**src/rtl/vga_pixel_sink.sv**
```systemverilog
// Raster timing generator and pixel output stage for the VGA path.
// The pixel counters publish the current coordinate to the drawers. The colour
// that comes back PIPE_DELAY clocks later is registered together with the
// matching delayed sync and blank.
// Optional feature macro: VGA_TEST_PATTERN_EN. When it is defined and
// testPattern is high, RGBIn is replaced by eight vertical colour bars.
module vga_pixel_sink #(
  parameter int unsigned H_ACTIVE   = 640,
  parameter int unsigned H_FP       = 16,
  parameter int unsigned H_SYNC     = 96,
  parameter int unsigned H_BP       = 48,
  parameter int unsigned V_ACTIVE   = 480,
  parameter int unsigned V_FP       = 10,
  parameter int unsigned V_SYNC     = 2,
  parameter int unsigned V_BP       = 33,
  parameter logic        SYNC_POL   = 1'b0,
  parameter int unsigned PIPE_DELAY = 2
) (
  input  logic        clk,
  input  logic        resetN,
  input  logic [7:0]  RGBIn,
  input  logic        testPattern,
  output logic [10:0] pixelX,
  output logic [10:0] pixelY,
  output logic        startOfFrame,
  output logic [15:0] frameCounter,
  output logic        hsync,
  output logic        vsync,
  output logic        blankN,
  output logic [7:0]  red,
  output logic [7:0]  green,
  output logic [7:0]  blue
);

  localparam int unsigned H_TOTAL = H_ACTIVE + H_FP + H_SYNC + H_BP;
  localparam int unsigned V_TOTAL = V_ACTIVE + V_FP + V_SYNC + V_BP;

  localparam logic [10:0] HLast       = 11'(H_TOTAL - 1);
  localparam logic [10:0] VLast       = 11'(V_TOTAL - 1);
  localparam logic [10:0] HActive     = 11'(H_ACTIVE);
  localparam logic [10:0] VActive     = 11'(V_ACTIVE);
  localparam logic [10:0] HSyncStart  = 11'(H_ACTIVE + H_FP);
  localparam logic [10:0] HSyncEnd    = 11'(H_ACTIVE + H_FP + H_SYNC);
  localparam logic [10:0] VSyncStart  = 11'(V_ACTIVE + V_FP);
  localparam logic [10:0] VSyncEnd    = 11'(V_ACTIVE + V_FP + V_SYNC);

  logic [10:0] h_cnt_q, v_cnt_q;
  logic [15:0] frame_cnt_q;
  logic        h_last, v_last;
  logic        raw_active, raw_hs, raw_vs;

  logic [PIPE_DELAY-1:0] act_pipe_q, hs_pipe_q, vs_pipe_q;

  logic [7:0] colour;
  logic       hsync_q, vsync_q, blank_n_q;
  logic [7:0] red_q, green_q, blue_q;

  assign h_last = (h_cnt_q == HLast);
  assign v_last = (v_cnt_q == VLast);

  // Raster scan: horizontal count every clock, vertical and frame count on wraps.
  always_ff @(posedge clk or negedge resetN) begin
    if (!resetN) begin
      h_cnt_q     <= '0;
      v_cnt_q     <= '0;
      frame_cnt_q <= '0;
    end else if (h_last) begin
      h_cnt_q <= '0;
      if (v_last) begin
        v_cnt_q     <= '0;
        frame_cnt_q <= frame_cnt_q + 16'd1;
      end else begin
        v_cnt_q <= v_cnt_q + 11'd1;
      end
    end else begin
      h_cnt_q <= h_cnt_q + 11'd1;
    end
  end

  assign raw_active = (h_cnt_q < HActive) && (v_cnt_q < VActive);
  assign raw_hs     = (h_cnt_q >= HSyncStart) && (h_cnt_q < HSyncEnd);
  assign raw_vs     = (v_cnt_q >= VSyncStart) && (v_cnt_q < VSyncEnd);

  // Delay timing flags so they line up with the colour returned by the object mux.
  always_ff @(posedge clk or negedge resetN) begin
    if (!resetN) begin
      act_pipe_q <= '0;
      hs_pipe_q  <= '0;
      vs_pipe_q  <= '0;
    end else begin
      act_pipe_q[0] <= raw_active;
      hs_pipe_q[0]  <= raw_hs;
      vs_pipe_q[0]  <= raw_vs;
      for (int i = 1; i < PIPE_DELAY; i++) begin
        act_pipe_q[i] <= act_pipe_q[i-1];
        hs_pipe_q[i]  <= hs_pipe_q[i-1];
        vs_pipe_q[i]  <= vs_pipe_q[i-1];
      end
    end
  end

`ifdef VGA_TEST_PATTERN_EN
  localparam logic [10:0] BarW = 11'(H_ACTIVE / 8);

  logic [10:0] x_pipe_q [PIPE_DELAY];
  logic [10:0] bar_idx;
  logic [7:0]  bar_colour;

  // Delayed column so bars are computed for the pixel whose colour arrives now.
  always_ff @(posedge clk or negedge resetN) begin
    if (!resetN) begin
      for (int i = 0; i < PIPE_DELAY; i++) x_pipe_q[i] <= '0;
    end else begin
      x_pipe_q[0] <= h_cnt_q;
      for (int i = 1; i < PIPE_DELAY; i++) x_pipe_q[i] <= x_pipe_q[i-1];
    end
  end

  // Bar colour lookup: white, yellow, cyan, green, magenta, red, blue, black.
  always_comb begin
    bar_idx = x_pipe_q[PIPE_DELAY-1] / BarW;
    case (bar_idx)
      11'd0:   bar_colour = 8'hFF;
      11'd1:   bar_colour = 8'hFC;
      11'd2:   bar_colour = 8'h1F;
      11'd3:   bar_colour = 8'h1C;
      11'd4:   bar_colour = 8'hE3;
      11'd5:   bar_colour = 8'hE0;
      11'd6:   bar_colour = 8'h03;
      default: bar_colour = 8'h00;
    endcase
  end

  assign colour = testPattern ? bar_colour : RGBIn;
`else
  logic unused_test_pattern;
  assign unused_test_pattern = testPattern;
  assign colour = RGBIn;
`endif

  // Output register: colour expansion, blanking and sync polarity in one stage.
  always_ff @(posedge clk or negedge resetN) begin
    if (!resetN) begin
      hsync_q   <= ~SYNC_POL;
      vsync_q   <= ~SYNC_POL;
      blank_n_q <= 1'b0;
      red_q     <= '0;
      green_q   <= '0;
      blue_q    <= '0;
    end else begin
      hsync_q   <= hs_pipe_q[PIPE_DELAY-1] ? SYNC_POL : ~SYNC_POL;
      vsync_q   <= vs_pipe_q[PIPE_DELAY-1] ? SYNC_POL : ~SYNC_POL;
      blank_n_q <= act_pipe_q[PIPE_DELAY-1];
      if (act_pipe_q[PIPE_DELAY-1]) begin
        red_q   <= {colour[7:5], colour[7:5], colour[7:6]};
        green_q <= {colour[4:2], colour[4:2], colour[4:3]};
        blue_q  <= {4{colour[1:0]}};
      end else begin
        red_q   <= '0;
        green_q <= '0;
        blue_q  <= '0;
      end
    end
  end

  assign pixelX       = h_cnt_q;
  assign pixelY       = v_cnt_q;
  assign frameCounter = frame_cnt_q;
  // Gated by resetN so the pulse never shows while the block is held in reset.
  assign startOfFrame = resetN && (h_cnt_q == '0) && (v_cnt_q == '0);
  assign hsync        = hsync_q;
  assign vsync        = vsync_q;
  assign blankN       = blank_n_q;
  assign red          = red_q;
  assign green        = green_q;
  assign blue         = blue_q;

endmodule

```
**config.mk**
```make
export PLATFORM = sky130hd
export DESIGN_NAME = vga_pixel_sink
export DESIGN_NICKNAME = d
export VERILOG_FILES = /design/src/rtl/vga_pixel_sink.sv
export SDC_FILE = /design/constraint.sdc
export NUM_CORES = 1
export LEC_CHECK = 0
export ABC_AREA = 1
export BUFFER_PORTS_ARGS = -buffer_cell sky130_fd_sc_hd__buf_2
export CAP_MARGIN = 0
export CORE_MARGIN = 10
export CORE_UTILIZATION = 45
export DETAILED_ROUTE_END_ITERATION = 16
export PLACE_DENSITY = 0.66
export SLEW_MARGIN = 20
export SYNTH_ARGS = -nofsm -noshare
export SYNTH_HDL_FRONTEND = slang
export SYNTH_SLANG_ARGS = --single-unit
```
**constraint.sdc**
```tcl
create_clock -name clk -period 1.65 [get_ports clk]
set_clock_uncertainty 0.05 [all_clocks]
set_input_delay 0.165 -clock clk [delete_from_list [all_inputs] [get_ports clk]]
set_output_delay 0.165 -clock clk [all_outputs]
set_load 0.02 [all_outputs]
```
[Word-level counts from Yosys, hierarchy flattened]
Cells that the tools add are included.
Storage, ports and cells
  flip-flop bits (word level): 71
  input port bits: 11
  logic and storage cells: 38
Cells by class
  $add $sub $neg: 3
  equal/unequal tests: 2
  magnitude comparators: 6
  mux-type cells: 7
  reduce and logical (&&, ||, !) cells: 8
Operators by type and width (count)
  8-bit 2-to-1 mux: 3
  11-bit by 1-bit adder with 11-bit output, second input constant: 2
  11-bit by 10-bit == test with 1-bit output, second input constant: 2
  11-bit zero test: 2
  11-bit by 10-bit less-than comparator with 1-bit output, second input constant: 2
  11-bit by 9-bit less-than comparator with 1-bit output, second input constant: 2
  11-bit 2-to-1 mux: 2
  16-bit by 1-bit adder with 16-bit output, second input constant: 1
  11-bit by 10-bit greater-or-equal comparator with 1-bit output, second input constant: 1
  11-bit by 9-bit greater-or-equal comparator with 1-bit output, second input constant: 1
  1-bit logical AND: 5
  1-bit 2-to-1 mux: 2
  2-bit AND reduction: 1

[Longest topological paths before layout]
Gate-level depths: netlist (run 1).
  depth in word-level cells: 3
  gate-level depth with buffers: 10
  depth with buffers taken out: 9

[Least setup slack after synthesis (run 1)]
OpenSTA, ideal clock, no wires.
  kind: register to register
  start: register v_cnt_q[0] (netlist: pixelY[0])
  end: register frame_cnt_q[13] (netlist: frameCounter[13])
  cell stages (with the launch flop): 11
  arrival time: 1.466 ns
  required time: 1.483 ns
  path slack: 0.018 ns
  cell sequence: dfrtp_1 -> inv_1 -> ha_1 -> nand3_1 -> nor2_2 -> nand2_2 -> nor2_8 -> inv_2 -> buf_6 -> nand2_1 -> nand2_1
Between the ends
  cells in the longest elaborated chain, start to end: 2
RTL lines
  start: declaration: RTL line 47  | logic [10:0] h_cnt_q, v_cnt_q;
  start signal: assignment: RTL line 73  | v_cnt_q <= v_cnt_q + 11'd1;
  11-bit by 10-bit == test with 1-bit output: RTL line 59  | assign v_last = (v_cnt_q == VLast);
  2-bit AND reduction (no line)
  end signal: assignment: RTL line 71  | frame_cnt_q <= frame_cnt_q + 16'd1;
  end: declaration: RTL line 48  | logic [15:0] frame_cnt_q;
Every way passes these cells.
A chain may end at the register's enable or synchronous reset.

[Worst setup path after layout (run 1)]
  start: register h_cnt_q[1] (netlist: pixelX[1])
  end: output port startOfFrame
Between the ends
  cells in the longest elaborated chain, start to end: 3
RTL lines
  start: declaration: RTL line 47
  start signal: assignment: RTL line 76  | h_cnt_q <= h_cnt_q + 11'd1;
  11-bit zero test: RTL line 170  | assign startOfFrame = resetN && (h_cnt_q == '0) && (v_cnt_q == '0);
  1-bit logical AND (2 in a row): RTL line 170
  end: declaration: RTL line 25  | output logic startOfFrame,
Every way passes these cells.

==> impl_metrics.py, run 1 <==
metrics = {
    "status": {
        "status": "complete, but fails checks",
        "violations": "negative setup slack",
    },
    "critical_path": {
        "required_ns": 1.43,
        "cp-end-kind": "primary output",
        "start_kind": "flop",
        "cp_num_buf_inv": 3,
        "cpPeakStageDelay_ns": 0.41,
        "reg2reg_depth": 9,
        "cp.depth": 8,
        "critPathArrivalTime_ns": 1.52,
        "path_cells": "buf_6 -> inv_4 -> ha_4 -> nand2_2 -> nor3_2 -> nand3_1 -> nor2_1 -> buf_4",
        "critPathKind": "reg -> out",
        "critical-path-top-delay-family": "flip-flops",
        "crit_path_top_delay_cell": "dfrtp_1",
        "critical_path_peak_fanout": 2,
    },
    "clock_network": {
        "clkSinkCount": 55,
        "cts_tree": "yes",
        "cts_buffer_depth": 2,
        "cts_buffers": 5,
        "cts.reportedPaths.clkPinSlew_ns": 0.10,
        "htree_levels": 2,
        "clock_latency_ns": 0.31,
        "root_buffer": "clkbuf_8",
    },
    "synthesis": {
        "synth_top_area_share_pct": 44.65,
        "synth_seq_cells": 55,
        "synth_area_leaders": "dfrtp_1 45%, nand2_1 15%, inv_1 4.8%",
        "syn_area_per_cell_um2": 7.963,
        "yosysTopAreaCell": "dfrtp_1",
        "yosysUniqueCellTypes": 33,
        "postSynthCellCount": 373,
        "ys_seq_area_share_pct": 46.42,
        "synthesis.area_um2": 2970,
        "ys_warn_count": 0,
        "synth_fp_nets": 389,
    },
    "drt": {
        "routedWlPerCell_um": 13.57,
        "drc": 0,
        "drt_iter0_markers": 51,
        "finalWirelength_mm": 7.340,
        "ant_nets": 0,
        "viasPerCell": 4.919,
        "firstDrtPassIters": 4,
        "num_vias": 2661,
    },
    "finish": {
        "seqCellArea_um2": 1379,
        "final_cell_mix": "120 x nand2_1, 74 x buf_2, 53 x dfrtp_1",
        "fin_cells": 541,
        "drive_above_1_share_pct": 31.25,
        "fin_area_um2": 3756,
        "final_net_count": 479,
        "fill_cells": 555,
        "multi_input_area_um2": 1328,
        "syn_to_final_growth_pct": 26.45,
        "diodes": 0,
        "layout_commonest_cell": "nand2_1",
    },
    "global_route": {
        "grt.total_usage_pct": 13.97,
        "grt-ovfl-total": 0,
        "grt_start_max_net_pins": 56,
        "grt_pass1_vias": 2552,
        "grt_pass1_wl_mm": 11.90,
        "antenna_found_initial": 0,
    },
    "timing": {
        "fmax_ghz": 0.5748,
        "period_needed_ns": 1.740,
        "slew-limit-headroom_pct": 53.05,
        "hold_viol": 0,
        "setup_viol": 1,
        "tightestPinTransition_ns": 0.7042,
        "fin_ws_ns": -0.08988,
        "rsz0062_at_grt": "true",
        "slew_violations": 0,
        "finalCritPeriodShare_pct": 105.4,
        "fin_setup_tns_ns": -0.08988,
    },
    "placed_design": {
        "place_area_um2": 3366,
        "place_hpwl_mm": 5.347,
        "portBuffers": 75,
        "place_congestion": 0.8779,
        "pre_cts_slack_ns": 0.06993,
        "placed_cells": 516,
    },
    "floorplanning": {
        "num_io_pins": 77,
        "die_height_um": 101.2,
        "rows": 29,
        "die_w_um": 101.2,
        "start_util_pct": 46.51,
        "coreArea_um2": 6386,
        "dieArea_um2": 10250,
    },
    "run": {
        "max-cap-violations": 0,
    },
    "power_and_ir_drop": {
        "power_density_nw_per_um2": 648.8,
        "max-vdd-ir-drop_uv": 351.2,
        "leakagePower_nw": 1.976,
    },
    "hold_path": {
        "worstHoldPathType": "in -> async",
    },
}
==> cell type report <==
| type | count | area share (%) |
|---|---|---|
| sequential | 55 | 36.71 |
| inverter | 42 | 4.530 |
| multi-input combinational | 252 | 35.34 |
| timing repair buffer | 107 | 17.72 |
| tap | 77 | 2.565 |
| clock inverter | 2 | 0.9327 |
| clock buffer | 6 | 2.199 |
==> final timing paths <==
| check | start | endpoint | slack, ns |
|---|---|---|---|
| worst max-delay path | pixelX[1]$_DFF_PN0_ | startOfFrame | -0.09 |
| worst min-delay path | resetN | pixelY[6]$_DFFE_PN0N_ | 0.009 |
| worst max register to register | pixelX[0]$_DFF_PN0_ | pixelY[0]$_DFFE_PN0N_ | 0.07 |
| worst min register to register | hs_pipe_q[1]$_DFF_PN0_ | hsync$_DFF_PN1_ | 0.31 |
| max in group asynchronous | resetN | pixelX[10]$_DFF_PN0_ | 1.08 |
| min in group clk | hs_pipe_q[1]$_DFF_PN0_ | hsync$_DFF_PN1_ | 0.31 |
==> cell usage after synthesis <==
| master | number |
|---|---|
| buf_2 | 1 |
| nor2_4 | 3 |
| nor2_2 | 2 |
| o211ai_1 | 1 |
| ha_1 | 5 |
| dfrtp_1 | 53 |
| a211oi_1 | 1 |
| o21ai_1 | 4 |
| o21ai_0 | 10 |
| nand3_2 | 1 |
| nor4_1 | 1 |
| nand3_1 | 21 |
| nand2_2 | 2 |
| nor2_8 | 1 |
| nand4_1 | 12 |
| nand2_1 | 121 |
| buf_6 | 4 |
| inv_2 | 3 |
| nor3b_1 | 2 |
| nor2_1 | 37 |
| a31o_2 | 1 |
| xnor2_1 | 4 |
| xor2_1 | 9 |
| nor3_1 | 5 |
| buf_4 | 18 |
| or2_2 | 2 |
| a21oi_1 | 5 |
| nand3_4 | 1 |
| clkbuf_1 | 1 |
| clkinv_2 | 1 |
| dfstp_2 | 2 |
| nor3_2 | 1 |
| inv_1 | 38 |
==> per-layer routing <==
| metal | wire, µm | track usage [%] | up-vias | part of all wire [%] |
|---|---|---|---|---|
| met5 | 0 | 0 | - | 0 |
| met4 | 116 | 5.145 | 0 | 1.6 |
| met3 | 640 | 4.493 | 10 | 8.7 |
| met2 | 3479 | 23.29 | 82 | 47 |
| met1 | 3103 | 16.41 | 1238 | 42 |
| li1 | - | - | 1331 | - |
==> flip-flops by register name (all words and copies together), names as in the netlist, 2 cells and up <==
signal        count
pixelY           11
hs_pipe_q         2
act_pipe_q        2
blue              2
vs_pipe_q         2
green             3
red               3
frameCounter     16
pixelX           11
==> metrics by stage <==
step | total power [W] | utilization, % | hold WS (ns)
global route | 0.002515 | 58.82 | 0.06641
detailed placement | 0.001511 | 52.70 | 0.2941
floorplan | 0.001466 | - | -0.1806
global placement | 0.001510 | 52.70 | 0.2843
finish | 0.002437 | 58.82 | 0.009382
CTS | 0.002473 | 56.92 | 0.02567
==> cell families (layout without fill, tap and decap cells) <==
family	Yosys count	in the layout	share of synthesized area (%)
buf+inv	66	157	11.71
compound gates	22	22	4.002
simple gates	212	212	31.93
xor+xnor	13	13	3.833
fa+ha+maj	5	5	2.106
flops	55	55	46.42
==> report_power, final <==
part	leakage, nW	internal, W	switching (W)
clock	0.0612	0.000492	0.000449
sequential	0.713	0.00136	0.00000546
combinational	1.20	0.0000449	0.0000879
==> what timing repair did <==
| item | CTS | global route |
|---|---|---|
| buffers inserted | 4 | 5 |
| resized for setup | 13 | 19 |
| endpoints found under the setup margin | 1 | 32 |
| hold buffers | 8 | 0 |
| pin swaps | 5 | 6 |
| endpoints found under the hold margin | 8 | 0 |
No activity file was read; power rests on OpenSTA's default activity.
==> inputs of run 2 (changes only) <==
--- a/config.mk
+++ b/config.mk
@@ -7,11 +7,12 @@
 export LEC_CHECK = 0
 export ABC_AREA = 1
 export BUFFER_PORTS_ARGS = -buffer_cell sky130_fd_sc_hd__buf_2
-export CAP_MARGIN = 0
+export CELL_PAD_IN_SITES_DETAIL_PLACEMENT = 1
+export CELL_PAD_IN_SITES_GLOBAL_PLACEMENT = 2
 export CORE_MARGIN = 10
-export CORE_UTILIZATION = 45
+export CORE_UTILIZATION = 30
 export DETAILED_ROUTE_END_ITERATION = 16
-export PLACE_DENSITY = 0.66
+export PLACE_DENSITY = 0.76
 export SLEW_MARGIN = 20
 export SYNTH_ARGS = -nofsm -noshare
 export SYNTH_HDL_FRONTEND = slang
==> impl_metrics.py, run 2 (synthesized netlist as in run 1, its figures left out) <==
metrics = {
    "power_and_ir_drop": {
        "power_frac_seq_pct": 58.1,
        "swShare_pct": 23.88,
        "p_switching_w": 0.0005601,
        "intPower_w": 0.001786,
        "comb_power_share_pct": 5.8,
        "max-vdd-ir-drop_uv": 387.1,
        "power_density_nw_per_um2": 613.0,
        "clkPwrFrac_pct": 36.1,
        "leakagePower_nw": 1.975,
    },
    "timing": {
        "slew_violations": 0,
        "finalCritPeriodShare_pct": 101.0,
        "fin_ws_ns": -0.01602,
        "hold_ws_ns": 0.01125,
        "fmax_ghz": 0.6002,
        "setup_viol": 1,
        "hold_viol": 0,
        "tightestPinTransition_ns": 0.7349,
        "period_needed_ns": 1.666,
        "rsz0062_at_grt": "true",
        "slew-limit-headroom_pct": 51.01,
    },
    "floorplanning": {
        "coreArea_um2": 9729,
        "num_io_pins": 77,
        "die_w_um": 119.5,
        "die_height_um": 119.5,
        "start_util_pct": 30.53,
        "dieArea_um2": 14280,
        "rows": 36,
    },
    "status": {
        "violations": "negative setup slack",
        "status": "complete, but fails checks",
    },
    "global_route": {
        "top_usage_layer": "met2",
        "grt-ovfl-total": 0,
        "grt_pass1_vias": 2950,
        "grt_use_met3_pct": 3.751,
        "grt_pass1_wl_mm": 15.06,
        "met2_usage_pct": 22.52,
        "antenna_found_initial": 0,
        "gr-usage-met1_pct": 14.56,
        "grt_start_max_net_pins": 56,
        "grt.total_usage_pct": 12.65,
    },
    "placed_design": {
        "place_hpwl_mm": 6.424,
        "portBuffers": 75,
        "pre_cts_slack_ns": 0.05674,
        "place_congestion": 0.7804,
    },
    "critical_path": {
        "r2r-start": "pixelX[0]$_DFF_PN0_",
        "start_kind": "flop",
        "critPathArrivalTime_ns": 1.45,
        "reg2reg_slack_ns": 0.05,
        "critical_path_peak_fanout": 4,
        "required_ns": 1.43,
        "critPathKind": "reg -> out",
        "r2r_end": "frameCounter[9]$_DFFE_PN0P_",
        "reg2reg_depth": 8,
        "cp-end-kind": "primary output",
    },
    "drt": {
        "num_vias": 2718,
        "finalWirelength_mm": 8.911,
        "viasPerCell": 4.538,
        "drt_iter0_markers": 94,
        "ant_nets": 0,
        "firstDrtPassIters": 4,
        "routedWlPerCell_um": 14.88,
        "drc": 0,
    },
    "clock_network": {
        "root_buffer": "clkbuf_8",
        "clkSinkCount": 55,
        "cts_buffer_depth": 2,
        "clock_latency_ns": 0.31,
        "cts_tree": "yes",
        "cts.reportedPaths.clkPinSlew_ns": 0.10,
        "htree_levels": 2,
        "cts_buffers": 5,
    },
    "finish": {
        "fill_cells": 1252,
        "final_net_count": 481,
        "layout_commonest_cell": "nand2_1",
        "final_util_pct": 39.33,
        "diodes": 0,
        "syn_to_final_growth_pct": 28.81,
        "drive_above_1_share_pct": 31.97,
        "final_cell_mix": "120 x nand2_1, 74 x buf_2, 49 x dfrtp_1",
        "largest_reg_flops": 16,
    },
    "hold_path": {
        "worstHoldPathType": "in -> async",
    },
    "run": {
        "max-cap-violations": 0,
    },
}
[run 2: changes by cell type in the layout (fill, tap and decap cells not counted), sizes merged]
cell	delta
clkbuf	+2
clkinv	-2
buf	+1
bufinv	-1
clkinvlp	+1
inv	+1
[run 2: timing repair]
item / in CTS / in global routing
pin swaps: 1 / 4
hold buffers: 8 / 0
endpoints found under the hold margin: 8 / 0
buffers inserted: 4 / 6
endpoints found under the setup margin: 1 / 35
gates resized for setup: 14 / 13
gates cloned: 0 / 1
[run 2: through the flow]
stage	power [W]	std cells	area, µm²	setup TNS, ns
global placement	0.001512	572	3448	0
global route	0.002460	599	3826	-1.369
CTS	0.002401	592	3701	-0.1068
floorplan	0.001466	373	2970	0
finish	0.002346	599	3826	-0.01602
detailed placement	0.001516	572	3448	0
[run 2: how the worst max path moves through the flow]
stage | cells after the start | to | slack [ns] | start
3_3_place_gp | 7 | pixelY[8]$_DFFE_PN0N_ | 0.12 | pixelX[1]$_DFF_PN0_
5_1_grt | 6 | startOfFrame | -0.11 | pixelY[0]$_DFFE_PN0N_
4_1_cts | 7 | startOfFrame | -0.07 | pixelX[0]$_DFF_PN0_
3_5_place_dp | 7 | pixelY[8]$_DFFE_PN0N_ | 0.06 | pixelX[1]$_DFF_PN0_
2_1_floorplan | 10 | frameCounter[13]$_DFFE_PN0P_ | 0.02 | pixelY[0]$_DFFE_PN0N_
6_report | 6 | startOfFrame | -0.02 | pixelY[0]$_DFFE_PN0N_
[run 2: layout make-up]
| type | count | area [µm²] | share of cell area (%) |
|---|---|---|---|
| clock inverters | 1 | 7.507 | 0.1962 |
| well taps | 133 | 166.4 | 4.349 |
| flip-flops and latches | 55 | 1384 | 36.17 |
| clock buffers | 7 | 96.34 | 2.518 |
| multi-input cells | 252 | 1310 | 34.24 |
| inverters | 42 | 162.7 | 4.251 |
| repair buffers | 109 | 699.4 | 18.28 |
[run 2: worst max-delay path: stages (launching register included)]
cell and delay, ns:
dfrtp_1 0.41, inv_2 0.10, ha_4 0.14, nor3b_2 0.14, nand2_1 0.09, nor2_2 0.14
buf_6 0.13
[run 2: metal layers]
layer | share of wire [%] | vias up | wire length [µm]
met4 | 1.1 | 0 | 102
met3 | 5.6 | 9 | 497
met1 | 43 | 1317 | 3815
met5 | 0 | - | 0
li1 | - | 1333 | -
met2 | 50 | 59 | 4495
[run 2: power by group through the flow]
stage,Combinational (W),Sequential [W],Clock (W)
3_3_place_gp,0.000123,0.00139,0
6_report,0.000135,0.00136,0.000847
5_1_grt,0.000150,0.00137,0.000944
3_5_place_dp,0.000125,0.00139,0
2_1_floorplan,0.0000626,0.00140,0
4_1_cts,0.000140,0.00136,0.000897
==> inputs of run 3 (changes only) <==
--- a/config.mk
+++ b/config.mk
@@ -9,10 +9,12 @@
 export BUFFER_PORTS_ARGS = -buffer_cell sky130_fd_sc_hd__buf_2
 export CELL_PAD_IN_SITES_DETAIL_PLACEMENT = 1
 export CELL_PAD_IN_SITES_GLOBAL_PLACEMENT = 2
-export CORE_MARGIN = 10
+export CORE_MARGIN = 4
 export CORE_UTILIZATION = 30
 export DETAILED_ROUTE_END_ITERATION = 16
+export HOLD_SLACK_MARGIN = 0.1
 export PLACE_DENSITY = 0.76
+export RECOVER_POWER = 100
 export SLEW_MARGIN = 20
 export SYNTH_ARGS = -nofsm -noshare
 export SYNTH_HDL_FRONTEND = slang
==> impl_metrics.py, run 3 (synthesized netlist as in run 1, its figures left out) <==
metrics = {
    "critical_path": {
        "r2r_end": "frameCounter[10]$_DFFE_PN0P_",
        "r2r-start": "pixelX[1]$_DFF_PN0_",
        "cp-end-kind": "primary output",
        "critPathArrivalTime_ns": 1.50,
        "reg2reg_slack_ns": 0.01,
        "required_ns": 1.43,
        "critical_path_peak_fanout": 2,
        "critPathKind": "reg -> out",
        "reg2reg_depth": 9,
        "start_kind": "flop",
    },
    "global_route": {
        "grt.total_usage_pct": 14.88,
        "grt_pass1_wl_mm": 13.83,
        "grt-ovfl-total": 0,
        "grt_pass1_vias": 2852,
        "antenna_found_initial": 0,
        "grt_start_max_net_pins": 56,
    },
    "timing": {
        "period_needed_ns": 1.720,
        "tightestPinTransition_ns": 0.7853,
        "rsz0062_at_grt": "true",
        "fin_ws_ns": -0.06965,
        "finalCritPeriodShare_pct": 104.2,
        "hold_viol": 0,
        "fmax_ghz": 0.5815,
        "setup_viol": 1,
        "slew-limit-headroom_pct": 47.65,
        "hold_ws_ns": 0.3064,
        "slew_violations": 0,
    },
    "floorplanning": {
        "num_io_pins": 77,
        "dieArea_um2": 11560,
        "rows": 36,
        "coreArea_um2": 9729,
        "die_w_um": 107.5,
        "die_height_um": 107.5,
        "start_util_pct": 30.53,
    },
    "hold_path": {
        "hold_start": "act_pipe_q[0]$_DFF_PN0_",
        "worstHoldPathType": "reg -> reg",
        "min_to": "act_pipe_q[1]$_DFF_PN0_",
        "min_path_cells": 0,
    },
    "drt": {
        "num_vias": 2711,
        "drt_iter0_markers": 61,
        "drc": 0,
        "viasPerCell": 4.488,
        "routedWlPerCell_um": 13.70,
        "ant_nets": 0,
        "firstDrtPassIters": 4,
        "finalWirelength_mm": 8.276,
    },
    "run": {
        "max-cap-violations": 0,
    },
    "status": {
        "violations": "negative setup slack",
        "status": "complete, but fails checks",
    },
    "clock_network": {
        "cts_buffers": 5,
        "cts_buffer_depth": 2,
        "root_buffer": "clkbuf_8",
        "htree_levels": 2,
        "cts_tree": "yes",
        "cts.reportedPaths.clkPinSlew_ns": 0.10,
        "clkSinkCount": 55,
        "clock_latency_ns": 0.31,
    },
    "finish": {
        "largest_reg_flops": 16,
        "final_net_count": 486,
        "final_util_pct": 38.86,
        "diodes": 0,
        "multi_input_area_um2": 1303,
        "fill_cells": 1261,
        "seqCellArea_um2": 1383,
        "drive_above_1_share_pct": 23.14,
        "syn_to_final_growth_pct": 27.30,
        "final_cell_mix": "120 x nand2_1, 50 x dfrtp_1, 39 x clkbuf_1",
        "layout_commonest_cell": "nand2_1",
    },
    "placed_design": {
        "portBuffers": 75,
        "place_congestion": 0.7815,
        "place_hpwl_mm": 6.133,
    },
    "power_and_ir_drop": {
        "leakagePower_nw": 1.878,
        "power_density_nw_per_um2": 616.7,
        "max-vdd-ir-drop_uv": 313.1,
        "power_w": 0.002332,
    },
}
## run 3: repair_timing
action / 4_1_cts / 5_1_grt
endpoints found under the setup margin: 6 / 27
setup buffers: 9 / 2
gates resized for setup: 12 / 14
pin swaps: 2 / 3
hold endpoints to repair: 61 / 0
hold buffers: 9 / 0
gates cloned: 0 / 0
## run 3: where the power goes
| group | switching [W] | total [W] | internal (W) |
|---|---|---|---|
| sequential | 0.00000731 | 0.00136 | 0.00136 |
| clock | 0.000457 | 0.000840 | 0.000383 |
| combinational | 0.0000891 | 0.000127 | 0.0000378 |
## run 3: worst max-delay path, stage by stage (launching register included)
cell and delay [ns]:
dfrtp_1 0.40, inv_1 0.11, ha_4 0.15, nor3b_2 0.14
nand2_1 0.08, nor2_2 0.16, buf_6 0.14
## run 3: through the flow
stage	setup TNS [ns]	cells	setup WS, ns	instance area [µm²]
finish	-0.06965	604	-0.06965	3781
global route	-1.854	604	-0.1638	3781
CTS	-0.07497	602	-0.07497	3774
floorplan	0	373	0.01789	2970
global placement	0	576	0.07281	3478
detailed placement	0	576	0.02330	3478
## run 3: routing by layer
metal  track usage (%)  up-vias  wire length, µm
li1                  -     1349                -
met1             18.70     1308             3724
met2             26.69       48             4184
met5                 0        -                0
met4             3.246        0               68
met3             2.460        6              298
## run 3: cell type report
cell class | instances | share of cell area [%]
well taps | 133 | 4.401
multi-input cells | 252 | 34.45
clock inverters | 1 | 0.1985
inverters | 42 | 4.302
repair buffers | 114 | 17.54
flip-flops and latches | 55 | 36.57
clock buffers | 7 | 2.548
## run 3: worst max path at each step
stage,cells past startpoint,end,slack [ns],start
detailed placement,9,frameCounter[14]$_DFFE_PN0P_,0.02,pixelY[0]$_DFFE_PN0N_
floorplan,10,frameCounter[13]$_DFFE_PN0P_,0.02,pixelY[0]$_DFFE_PN0N_
finish,6,startOfFrame,-0.07,pixelY[1]$_DFFE_PN0N_
CTS,7,startOfFrame,-0.07,pixelX[1]$_DFF_PN0_
global placement,9,frameCounter[3]$_DFFE_PN0P_,0.07,pixelY[0]$_DFFE_PN0N_
global route,6,startOfFrame,-0.16,pixelY[1]$_DFFE_PN0N_
